--- src/rtl/march_bist_pkg.sv ---
// Shared types and March C- element tables for the memory BIST engine.
// Tables are bit-masks indexed by element number (bit 0 = M0).
package march_bist_pkg;

  localparam int MAX_DW = 64;

  typedef enum logic [1:0] {
    ST_IDLE  = 2'd0,
    ST_RUN   = 2'd1,
    ST_DRAIN = 2'd2,
    ST_DONE  = 2'd3
  } state_t;

  typedef enum logic [2:0] {
    EL_M0 = 3'd0,
    EL_M1 = 3'd1,
    EL_M2 = 3'd2,
    EL_M3 = 3'd3,
    EL_M4 = 3'd4,
    EL_M5 = 3'd5
  } elem_t;

  // 1 = element walks addresses N-1..0
  localparam logic [5:0] EL_DOWN     = 6'b111000;
  localparam logic [5:0] EL_FIRST_RD = 6'b111110;
  // 1 = read expects ~D
  localparam logic [5:0] EL_RD_INV   = 6'b010100;
  localparam logic [5:0] EL_HAS_WR   = 6'b011111;
  // 1 = write stores ~D
  localparam logic [5:0] EL_WR_INV   = 6'b001010;

  function automatic logic el_flag(input logic [5:0] tbl, input elem_t e);
    logic f;
    f = 1'b0;
    for (int i = 0; i < 6; i++)
      if (int'(e) == i) f = tbl[i];
    return f;
  endfunction

  function automatic logic [MAX_DW-1:0] bg_pattern(input int b, input int dw);
    logic [MAX_DW-1:0] p;
    p = '0;
    for (int i = 0; i < MAX_DW; i++)
      if (b >= 1 && i < dw) p[i] = ((i >> (b - 1)) & 1) != 0;
    return p;
  endfunction

endpackage

--- src/rtl/march_addr_gen.sv ---
// Up/down address counter for one March element; reloads for the next
// element's direction on the last address instead of wrapping.
module march_addr_gen #(
  parameter int ADDR_W = 6
) (
  input  logic              clk,
  input  logic              rst,
  input  logic              i_clear,
  input  logic              i_step,
  input  logic              i_down,
  input  logic              i_next_down,
  output logic [ADDR_W-1:0] o_addr,
  output logic              o_last
);

  localparam logic [ADDR_W-1:0] ADDR_MAX = '1;

  logic [ADDR_W-1:0] r_addr;

  assign o_addr = r_addr;
  assign o_last = i_down ? (r_addr == '0) : (r_addr == ADDR_MAX);

  always_ff @(posedge clk or posedge rst) begin
    if (rst) begin
      r_addr <= '0;
    end else if (i_clear) begin
      r_addr <= '0;
    end else if (i_step) begin
      if (o_last)
        r_addr <= i_next_down ? ADDR_MAX : '0;
      else if (i_down)
        r_addr <= r_addr - 1'b1;
      else
        r_addr <= r_addr + 1'b1;
    end
  end

endmodule

--- src/rtl/march_bist_engine.sv ---
// March C- BIST engine: drives a synchronous single-port RAM, compares
// read data one cycle later, logs first failure and a saturating count.
module march_bist_engine
  import march_bist_pkg::*;
#(
  parameter int ADDR_W = 6,
  parameter int DATA_W = 8,
  parameter int NUM_BG = 1,
  parameter int CNT_W  = 16
) (
  input  logic                          clk,
  input  logic                          rst,
  input  logic                          start,
  input  logic                          abort,
  input  logic                          stop_on_fail,
  output logic                          mem_cs,
  output logic                          mem_we,
  output logic [ADDR_W-1:0]             mem_addr,
  output logic [DATA_W-1:0]             mem_wdata,
  input  logic [DATA_W-1:0]             mem_rdata,
  output logic                          bist_busy,
  output logic                          done,
  output logic                          pass,
  output logic [CNT_W-1:0]              fail_cnt,
  output logic                          fail_valid,
  output logic [ADDR_W-1:0]             fail_addr,
  output logic [2:0]                    fail_elem,
  output logic [$clog2(NUM_BG+1)-1:0]   fail_bg,
  output logic [DATA_W-1:0]             fail_syndrome
);

  localparam int BG_W = $clog2(NUM_BG + 1);
  localparam logic [BG_W-1:0]  BG_LAST = BG_W'(NUM_BG - 1);
  localparam logic [CNT_W-1:0] CNT_MAX = '1;

  state_t              r_state, w_state_next;
  elem_t               r_elem, w_elem_next, r_cmp_elem, r_fail_elem;
  logic                r_phase, r_stop_on_fail, r_done, r_fail_valid, r_cmp_valid;
  logic [BG_W-1:0]     r_bg, r_cmp_bg, r_fail_bg;
  logic [CNT_W-1:0]    r_fail_cnt;
  logic [ADDR_W-1:0]   r_cmp_addr, r_fail_addr, w_addr;
  logic [DATA_W-1:0]   r_exp, r_fail_syn;
  logic [DATA_W-1:0]   w_pat, w_exp, w_wdata, w_rd_diff;
  logic                w_run, w_active, w_accept, w_rw_elem, w_op_rd, w_addr_done;
  logic                w_step, w_addr_last, w_test_last, w_mismatch, w_to_done;

  assign w_pat       = DATA_W'(bg_pattern(int'(r_bg), DATA_W));
  assign w_run       = (r_state == ST_RUN);
  assign w_active    = w_run || (r_state == ST_DRAIN);
  assign w_accept    = start && !abort && (r_state == ST_IDLE || r_state == ST_DONE);
  assign w_rw_elem   = el_flag(EL_FIRST_RD, r_elem) && el_flag(EL_HAS_WR, r_elem);
  assign w_op_rd     = el_flag(EL_FIRST_RD, r_elem) && !r_phase;
  assign w_addr_done = r_phase || !w_rw_elem;
  assign w_step      = w_run && w_addr_done;
  assign w_elem_next = (r_elem == EL_M5) ? EL_M0 : elem_t'(r_elem + 3'd1);
  assign w_test_last = w_step && w_addr_last && (r_elem == EL_M5) && (r_bg == BG_LAST);
  assign w_exp       = el_flag(EL_RD_INV, r_elem) ? ~w_pat : w_pat;
  assign w_wdata     = el_flag(EL_WR_INV, r_elem) ? ~w_pat : w_pat;
  assign w_rd_diff   = r_exp ^ mem_rdata;
  assign w_mismatch  = w_active && r_cmp_valid && (w_rd_diff != '0);
  assign w_to_done   = (w_state_next == ST_DONE) && (r_state != ST_DONE);

  march_addr_gen #(.ADDR_W(ADDR_W)) u_addr_gen (
    .clk         (clk),
    .rst         (rst),
    .i_clear     (w_accept),
    .i_step      (w_step),
    .i_down      (el_flag(EL_DOWN, r_elem)),
    .i_next_down (el_flag(EL_DOWN, w_elem_next)),
    .o_addr      (w_addr),
    .o_last      (w_addr_last)
  );

  assign mem_cs        = w_run;
  assign mem_we        = w_run && !w_op_rd;
  assign mem_addr      = w_run ? w_addr : '0;
  assign mem_wdata     = (w_run && !w_op_rd) ? w_wdata : '0;
  assign bist_busy     = w_active;
  assign done          = r_done;
  assign pass          = r_done && (r_fail_cnt == '0);
  assign fail_cnt      = r_fail_cnt;
  assign fail_valid    = r_fail_valid;
  assign fail_addr     = r_fail_addr;
  assign fail_elem     = r_fail_elem;
  assign fail_bg       = r_fail_bg;
  assign fail_syndrome = r_fail_syn;

  always_ff @(posedge clk or posedge rst) begin
    if (rst) r_state <= ST_IDLE;
    else     r_state <= w_state_next;
  end

  always_comb begin
    w_state_next = r_state;
    case (r_state)
      ST_IDLE:  if (start && !abort) w_state_next = ST_RUN;
      ST_RUN: begin
        if (abort)                            w_state_next = ST_IDLE;
        else if (w_mismatch && r_stop_on_fail) w_state_next = ST_DONE;
        else if (w_test_last)                 w_state_next = ST_DRAIN;
      end
      ST_DRAIN: w_state_next = abort ? ST_IDLE : ST_DONE;
      ST_DONE: begin
        if (abort)      w_state_next = ST_IDLE;
        else if (start) w_state_next = ST_RUN;
      end
      default:  w_state_next = ST_IDLE;
    endcase
  end

  always_ff @(posedge clk or posedge rst) begin
    if (rst) begin
      r_elem         <= EL_M0;
      r_phase        <= 1'b0;
      r_bg           <= '0;
      r_stop_on_fail <= 1'b0;
      r_done         <= 1'b0;
      r_fail_cnt     <= '0;
      r_fail_valid   <= 1'b0;
      r_fail_addr    <= '0;
      r_fail_elem    <= EL_M0;
      r_fail_bg      <= '0;
      r_fail_syn     <= '0;
      r_cmp_valid    <= 1'b0;
      r_exp          <= '0;
      r_cmp_addr     <= '0;
      r_cmp_elem     <= EL_M0;
      r_cmp_bg       <= '0;
    end else begin
      if (w_accept) begin
        r_elem         <= EL_M0;
        r_phase        <= 1'b0;
        r_bg           <= '0;
        r_stop_on_fail <= stop_on_fail;
        r_done         <= 1'b0;
        r_fail_cnt     <= '0;
        r_fail_valid   <= 1'b0;
        r_fail_addr    <= '0;
        r_fail_elem    <= EL_M0;
        r_fail_bg      <= '0;
        r_fail_syn     <= '0;
      end else begin
        if (w_run) begin
          if (!w_addr_done) begin
            r_phase <= 1'b1;
          end else begin
            r_phase <= 1'b0;
            if (w_addr_last) begin
              r_elem <= w_elem_next;
              if (r_elem == EL_M5) r_bg <= r_bg + 1'b1;
            end
          end
        end
        if (w_mismatch) begin
          if (r_fail_cnt != CNT_MAX) r_fail_cnt <= r_fail_cnt + 1'b1;
          if (!r_fail_valid) begin
            r_fail_valid <= 1'b1;
            r_fail_addr  <= r_cmp_addr;
            r_fail_elem  <= r_cmp_elem;
            r_fail_bg    <= r_cmp_bg;
            r_fail_syn   <= w_rd_diff;
          end
        end
        // abort clears done; a completed or stopped test sets it
        if (w_state_next == ST_IDLE) r_done <= 1'b0;
        else if (w_to_done)          r_done <= 1'b1;
      end
      r_cmp_valid <= w_run && w_op_rd;
      r_exp       <= w_exp;
      r_cmp_addr  <= w_addr;
      r_cmp_elem  <= r_elem;
      r_cmp_bg    <= r_bg;
    end
  end

endmodule

--- config.mk ---
export PLATFORM = sky130hd
export DESIGN_NAME = march_bist_engine
export DESIGN_NICKNAME = d
export VERILOG_FILES = /design/src/rtl/march_bist_pkg.sv /design/src/rtl/march_addr_gen.sv /design/src/rtl/march_bist_engine.sv
export SDC_FILE = /design/constraint.sdc
export NUM_CORES = 1
export LEC_CHECK = 0
export CAP_MARGIN = 5
export CORE_ASPECT_RATIO = 1.75
export CORE_MARGIN = 2
export CORE_UTILIZATION = 35
export DETAILED_ROUTE_END_ITERATION = 10
export GPL_TIMING_DRIVEN = 0
export PLACE_DENSITY = 0.68
export SETUP_SLACK_MARGIN = 0.4
export SLEW_MARGIN = 15
export SYNTH_ARGS = -nofsm -noshare
export SYNTH_HDL_FRONTEND = slang
export SYNTH_SLANG_ARGS = --single-unit
--- constraint.sdc ---
create_clock -name clk -period 6.2 [get_ports clk]
set_input_delay 1.24 -clock clk [delete_from_list [all_inputs] [get_ports clk]]
set_output_delay 1.24 -clock clk [all_outputs]
set_load 0.005 [all_outputs]
==> results of run 1 <==
[sequential cells by signal, summed over array words and instances (netlist names)]
register,flops
r_cmp_elem,3
r_bg,1
fail_syndrome,8
u_addr_gen.o_addr,6
r_phase,1
fail_bg,1
r_cmp_valid,1
done,1
r_cmp_bg,1
r_elem,3
r_state,2
fail_elem,3
fail_cnt,16
r_stop_on_fail,1
fail_addr,6
r_exp,2
r_cmp_addr,6
fail_valid,1
[cell usage after synthesis, drive strengths merged, types with 4 or more instances]
| library cell | n |
|---|---|
| dfrtp | 63 |
| nand2 | 43 |
| nor2 | 27 |
| nand3 | 23 |
| buf | 18 |
| o21ai | 18 |
| inv | 14 |
| xnor2 | 14 |
| ha | 11 |
| and3 | 9 |
| nand4 | 9 |
| a21oi | 8 |
| and2 | 8 |
| mux2i | 8 |
| nor3 | 8 |
| xor2 | 8 |
| a22o | 6 |
| nand2b | 4 |
[cells by family (layout without fill, tap and decap cells)]
logic type / Yosys count / in the layout / share of synthesized area (%)
and+or+nand+nor: 155 / 155 / 23.9
muxes: 8 / 8 / 2.67
buffers and inverters: 35 / 118 / 5.30
xor gates and xnor gates: 22 / 22 / 5.56
DFF: 63 / 63 / 45.5
AOI/OAI and AO/OA: 60 / 60 / 12.6
adders and majority gates: 12 / 12 / 4.55
[stage by stage]
stage	total power, W	cell area, um2
after floorplan	0.000742	3470
after global placement	0.000874	4290
after detailed placement	0.000886	4320
after CTS	0.00142	4630
after global routing	0.00147	4630
final	0.00140	4630
[final timing paths]
| path | to | slack (ns) | cells after the start |
|---|---|---|---|
| max in group asynchronous | fail_syndrome[2] | 4.60 | 3 |
| max | mem_wdata[7] | 2.24 | 7 |
| min reg2reg | r_cmp_elem[0] | 0.40 | 0 |
| min in group asynchronous | fail_cnt[11] | 1.33 | 3 |
| max reg2reg | u_addr_gen.o_addr[5] | 3.50 | 10 |
| min | r_cmp_elem[0] | 0.40 | 0 |
[power breakdown]
part,internal (W),switching (W)
Clock,0.000351,0.000173
Combinational,0.000186,0.000198
Sequential,0.000451,0.0000443
[cell type report]
type / count / share of cell area, %
tap: 125 / 3.38
sequential: 63 / 34.1
multi-input combinational: 257 / 36.9
clock buffer: 10 / 4.95
buffer: 21 / 2.84
inverter: 14 / 1.19
timing repair buffer: 67 / 14.9
clock inverter: 6 / 1.81
[per-layer routing]
metal / global-route usage [%] / vias up
met1: 17.7 / 1422
li1: - / 1407
met3: 2.93 / 13
met2: 31.0 / 85
met5: 0 / -
met4: 6.42 / 0
==> impl_metrics.json, run 1 <==
{
  "hold_slack_ns": 0.396,
  "regArea_mm2": 0.00158,
  "drive_gt1_share_pct": 13.0,
  "place_inst": 547,
  "clkTransAtPathRegs_ns": 0.05,
  "stdcell_count": 563,
  "numCtsBuffers": 9,
  "rsz0062_at_grt": "no",
  "ys.flop_type": "dfrtp_1",
  "hp-class": "reg -> reg",
  "antenna_found_initial": 0,
  "cts_setup_buffers": 0,
  "worstSkewPairLatency_ns": 0.33,
  "drc": 0,
  "grt-ovfl-total": 0,
  "synth_area_leaders": "dfrtp_1, nand2_1, ha_1",
  "fmax_mhz": 252,
  "min_period_ns": 3.96,
  "rr_startpoint": "r_elem[1]",
  "min_from": "r_elem[0]",
  "cts_resized": 0,
  "start_kind": "register",
  "required_ns": 4.96,
  "synth_edf_count": 0,
  "status": "finished clean",
  "synth_top_cell_area_share_pct": 45.5,
  "dieWidth_um": 79.3,
  "syn_to_final_growth_pct": 33.4,
  "clock_path_buffers": 2,
  "place_ws_ns": 2.57,
  "io_pins": 67,
  "setup_tns_ns": 0,
  "dr.max_layer_used": "met4",
  "critPathBufInv": 4,
  "wl_met1_um": 3150,
  "syn_inst": 355,
  "netlist_area_mm2": 0.00347,
  "cts_hold_repair.buffers": 0,
  "multi_input_area_mm2": 0.00171,
  "drt_iter0_drc": 133,
  "via_per_inst": 5.20,
  "criticalPathCategory": "reg -> out",
  "worstPathArrival_ns": 2.72,
  "layout_common_cells": "clkdlybuf4s50_1, dfrtp_1, nand2_1, nor2_1, nand3_1",
  "seq_area_frac_synth_pct": 45.5,
  "worst_slack_ns": 2.24,
  "final_util_pct": 47.6,
  "htree_levels": 3,
  "gp_congestion": 0.877,
  "finalHoldViolCount": 0,
  "grtUsageTotal_pct": 16.4,
  "p_leak_nw": 2.16,
  "finalClockSkew_ns": 0.00610,
  "ant_nets": 0,
  "start_util_pct": 35.6,
  "dr_wl_met2_um": 4670,
  "setup_viol": 0,
  "core-area_mm2": 0.00973,
  "power_density_mw_per_mm2": 303,
  "synth_seq_cells": 63,
  "cts_tree": "done",
  "synth_warnings": 0,
  "syn_area_per_cell_um2": 9.77,
  "io_buffers": 66,
  "timing.slew.headroom_pct": 50.3,
  "drv_cap": 0,
  "drt-total-wl_um": 8350,
  "die_y_um": 136,
  "synth_nets": 380,
  "wl_met3_um": 348,
  "layout.nets": 458,
  "vdd_drop_max_v": 0.000212,
  "grt_pass1_wl_um": 13900,
  "cts_sinks": 63,
  "async_flop_share_pct": 100,
  "slowest_stage": "clkdlybuf4s50_1",
  "synth_cell_type_count": 69,
  "drt_pre_antenna_iters": 4,
  "drv_slew": 0,
  "synth_area_leader_cell": "dfrtp_1",
  "grt_start_max_net_pins": 64,
  "vias": 2927,
  "slowest_delay_ns": 0.49,
  "first_global_vias": 2862,
  "worstPathCellList": "inv_1, ha_1, clkbuf_1, o21ai_0, nor2_1, buf_4, clkdlybuf4s50_1",
  "antenna_cells": 0,
  "row_count": 48,
  "tightest_slew_ns": 0.742,
  "dieArea_mm2": 0.0108,
  "avgRoutedWirePerCell_um": 14.8,
  "ctsRootBufferMaster": "clkbuf_16",
  "worstPathMaxFanout": 10,
  "fill_cells": 900,
  "finalCritPeriodShare_pct": 63.9,
  "cp-end-kind": "primary output",
  "hpwl_um": 6250,
  "path_delay_family": "buffers and inverters",
  "final_common_cell": "clkdlybuf4s50_1",
  "startpoint": "r_state[1]"
}
Note: power is estimated with default switching activity, not from simulation.
==> run 2: changes to the inputs <==
--- a/config.mk
+++ b/config.mk
@@ -11,7 +11,7 @@
 export CORE_UTILIZATION = 35
 export DETAILED_ROUTE_END_ITERATION = 10
 export GPL_TIMING_DRIVEN = 0
-export PLACE_DENSITY = 0.68
+export PLACE_DENSITY = 0.7
 export SETUP_SLACK_MARGIN = 0.4
 export SLEW_MARGIN = 15
 export SYNTH_ARGS = -nofsm -noshare
==> constraint.sdc (replaced) <==
create_clock -name clk -period 3.4 [get_ports clk]
set_input_delay 0.68 -clock clk [delete_from_list [all_inputs] [get_ports clk]]
set_output_delay 0.68 -clock clk [all_outputs]
set_load 0.005 [all_outputs]
==> run 2 against run 1 <==
Net effect:
- routed wire length grew 3.8%
- sequential power grew 83%
- non-clock buffer count grew 8
- combinational power grew 96%
- first-iteration DRC count grew 3.8%
- clock-buffer cell count is the same
- clock skew shrank 0.0022 ns
- setup slack lost 1.8 ns
- largest cell class unchanged
==> impl_metrics.json, run 2 (synthesized netlist as in run 1, its figures left out) <==
{
  "status": "finished clean",
  "drive_gt1_share_pct": 16.8,
  "via_per_inst": 5.30,
  "antenna_found_initial": 0,
  "drt_iter0_drc": 138,
  "r2r.worst_path.cells": 10,
  "criticalPathCategory": "reg -> out",
  "drv_slew": 0,
  "vdd_drop_max_v": 0.000256,
  "drt_pre_antenna_iters": 4,
  "layout_common_cells": "dfrtp_1, clkdlybuf4s50_1, nand2_1, nor2_1, nand3_1",
  "fmax_mhz": 338,
  "dieArea_mm2": 0.0108,
  "hold_path_end": "r_cmp_elem[0]",
  "worstPathMaxFanout": 5,
  "largest_reg_flops": 16,
  "slowest_stage": "clkdlybuf4s50_1",
  "tightest_slew_ns": 0.755,
  "syn_to_final_growth_pct": 36.5,
  "timing.slew.headroom_pct": 49.7,
  "core-area_mm2": 0.00973,
  "row_count": 48,
  "dieWidth_um": 79.3,
  "cts_sinks": 63,
  "setup_viol": 0,
  "grt_start_max_net_pins": 64,
  "finalHoldViolCount": 0,
  "die_y_um": 136,
  "finalClockSkew_ns": 0.00386,
  "stdcell_area_mm2": 0.00473,
  "required_ns": 2.72,
  "io_pins": 67,
  "finalCritPeriodShare_pct": 87.1,
  "cp-end-kind": "primary output",
  "antenna_cells": 0,
  "p_leak_nw": 2.27,
  "r2r_slack_ns": 0.82,
  "first_global_vias": 3035,
  "r2r-end": "u_addr_gen.o_addr[5]",
  "drv_cap": 0,
  "start_kind": "register",
  "ctsRootBufferMaster": "clkbuf_16",
  "setup_tns_ns": 0,
  "clkTransAtPathRegs_ns": 0.05,
  "rsz0062_at_grt": "yes",
  "whs_path_depth": 0,
  "grtUsageTotal_pct": 17.4,
  "cts_tree": "done",
  "clock_path_buffers": 2,
  "hpwl_um": 6490,
  "start_util_pct": 35.6,
  "vias": 3025,
  "avgRoutedWirePerCell_um": 15.2,
  "ant_nets": 0,
  "rr_startpoint": "r_elem[1]",
  "gp_congestion": 0.858,
  "min_period_ns": 2.96,
  "slowest_delay_ns": 0.50,
  "worstPathCellList": "buf_6, or3_4, a21oi_4, o21ai_4, nor2_4, buf_4, clkdlybuf4s50_1",
  "grt-ovfl-total": 0,
  "numCtsBuffers": 9,
  "layout.nets": 466,
  "power_density_mw_per_mm2": 530,
  "placed_area_mm2": 0.00429,
  "grt_pass1_wl_um": 14400,
  "worstPathArrival_ns": 2.28,
  "worstSkewPairLatency_ns": 0.33,
  "io_buffers": 66,
  "htree_levels": 3,
  "drc": 0,
  "min_from": "r_elem[0]",
  "drt-total-wl_um": 8660,
  "final_common_cell": "dfrtp_1",
  "hp-class": "reg -> reg"
}
run 2: critical path: cells and delay by family, from the launching register on:
kind                   cells  cell delay, ns
buffers and inverters      3            0.76
AOI/OAI and AO/OA          2            0.27
DFF                        1            0.41
and+or+nand+nor            2            0.53
run 2: how the worst max path moves through the flow:
stage,endpoint,slack [ns],depth (start not counted),from
after floorplan,u_addr_gen.o_addr[5],1.14,10,r_elem[1]
after global placement,fail_syndrome[3],0.09,2,rst
after detailed placement,mem_wdata[7],0.21,7,r_state[1]
after CTS,mem_wdata[7],0.40,7,r_elem[0]
after global routing,mem_wdata[7],0.36,7,r_elem[1]
final,mem_wdata[7],0.44,7,r_elem[1]
run 2: what timing repair did:
item | in CTS | in global routing
buffers inserted | 3 | 6
hold buffers | 0 | 0
pin swaps | 3 | 3
endpoints found under the setup margin | 15 | 7
resized for setup | 17 | 8
run 2: final cells by class:
| class | count | area, um2 |
|---|---|---|
| fill | 934 | 4990 |
| multi-input combinational | 257 | 1780 |
| sequential | 63 | 1580 |
| timing repair buffer | 75 | 741 |
| clock buffer | 10 | 239 |
| tap | 125 | 156 |
| buffer | 21 | 139 |
| inverter | 14 | 55.1 |
| clock inverter | 6 | 45.0 |
run 2: power by group:
| group | switching (W) | internal (W) |
|---|---|---|
| registers | 0.0000850 | 0.000822 |
| clock network | 0.000336 | 0.000514 |
| logic | 0.000387 | 0.000367 |
| total | 0.000808 | 0.00170 |
run 2: metal layers:
layer | GRT usage, % | up-vias | wire length, um
met5 | 0 | - | 0
met4 | 9.10 | 0 | 274
met3 | 2.93 | 21 | 322
met2 | 33.5 | 80 | 4960
met1 | 17.2 | 1498 | 3100
li1 | - | 1426 | -
run 2: per-stage QoR:
stage / setup WS [ns] / hold WS, ns / utilization, % / power, W / std cells
after floorplan: 1.14 / 0.367 / - / 0.00135 / 355
after global placement: 0.0948 / 0.382 / 44.0 / 0.00160 / 546
after detailed placement: 0.207 / 0.389 / 44.1 / 0.00162 / 546
after CTS: 0.401 / 0.405 / 47.9 / 0.00250 / 565
after global routing: 0.360 / 0.420 / 48.7 / 0.00264 / 571
final: 0.437 / 0.404 / 48.7 / 0.00251 / 571
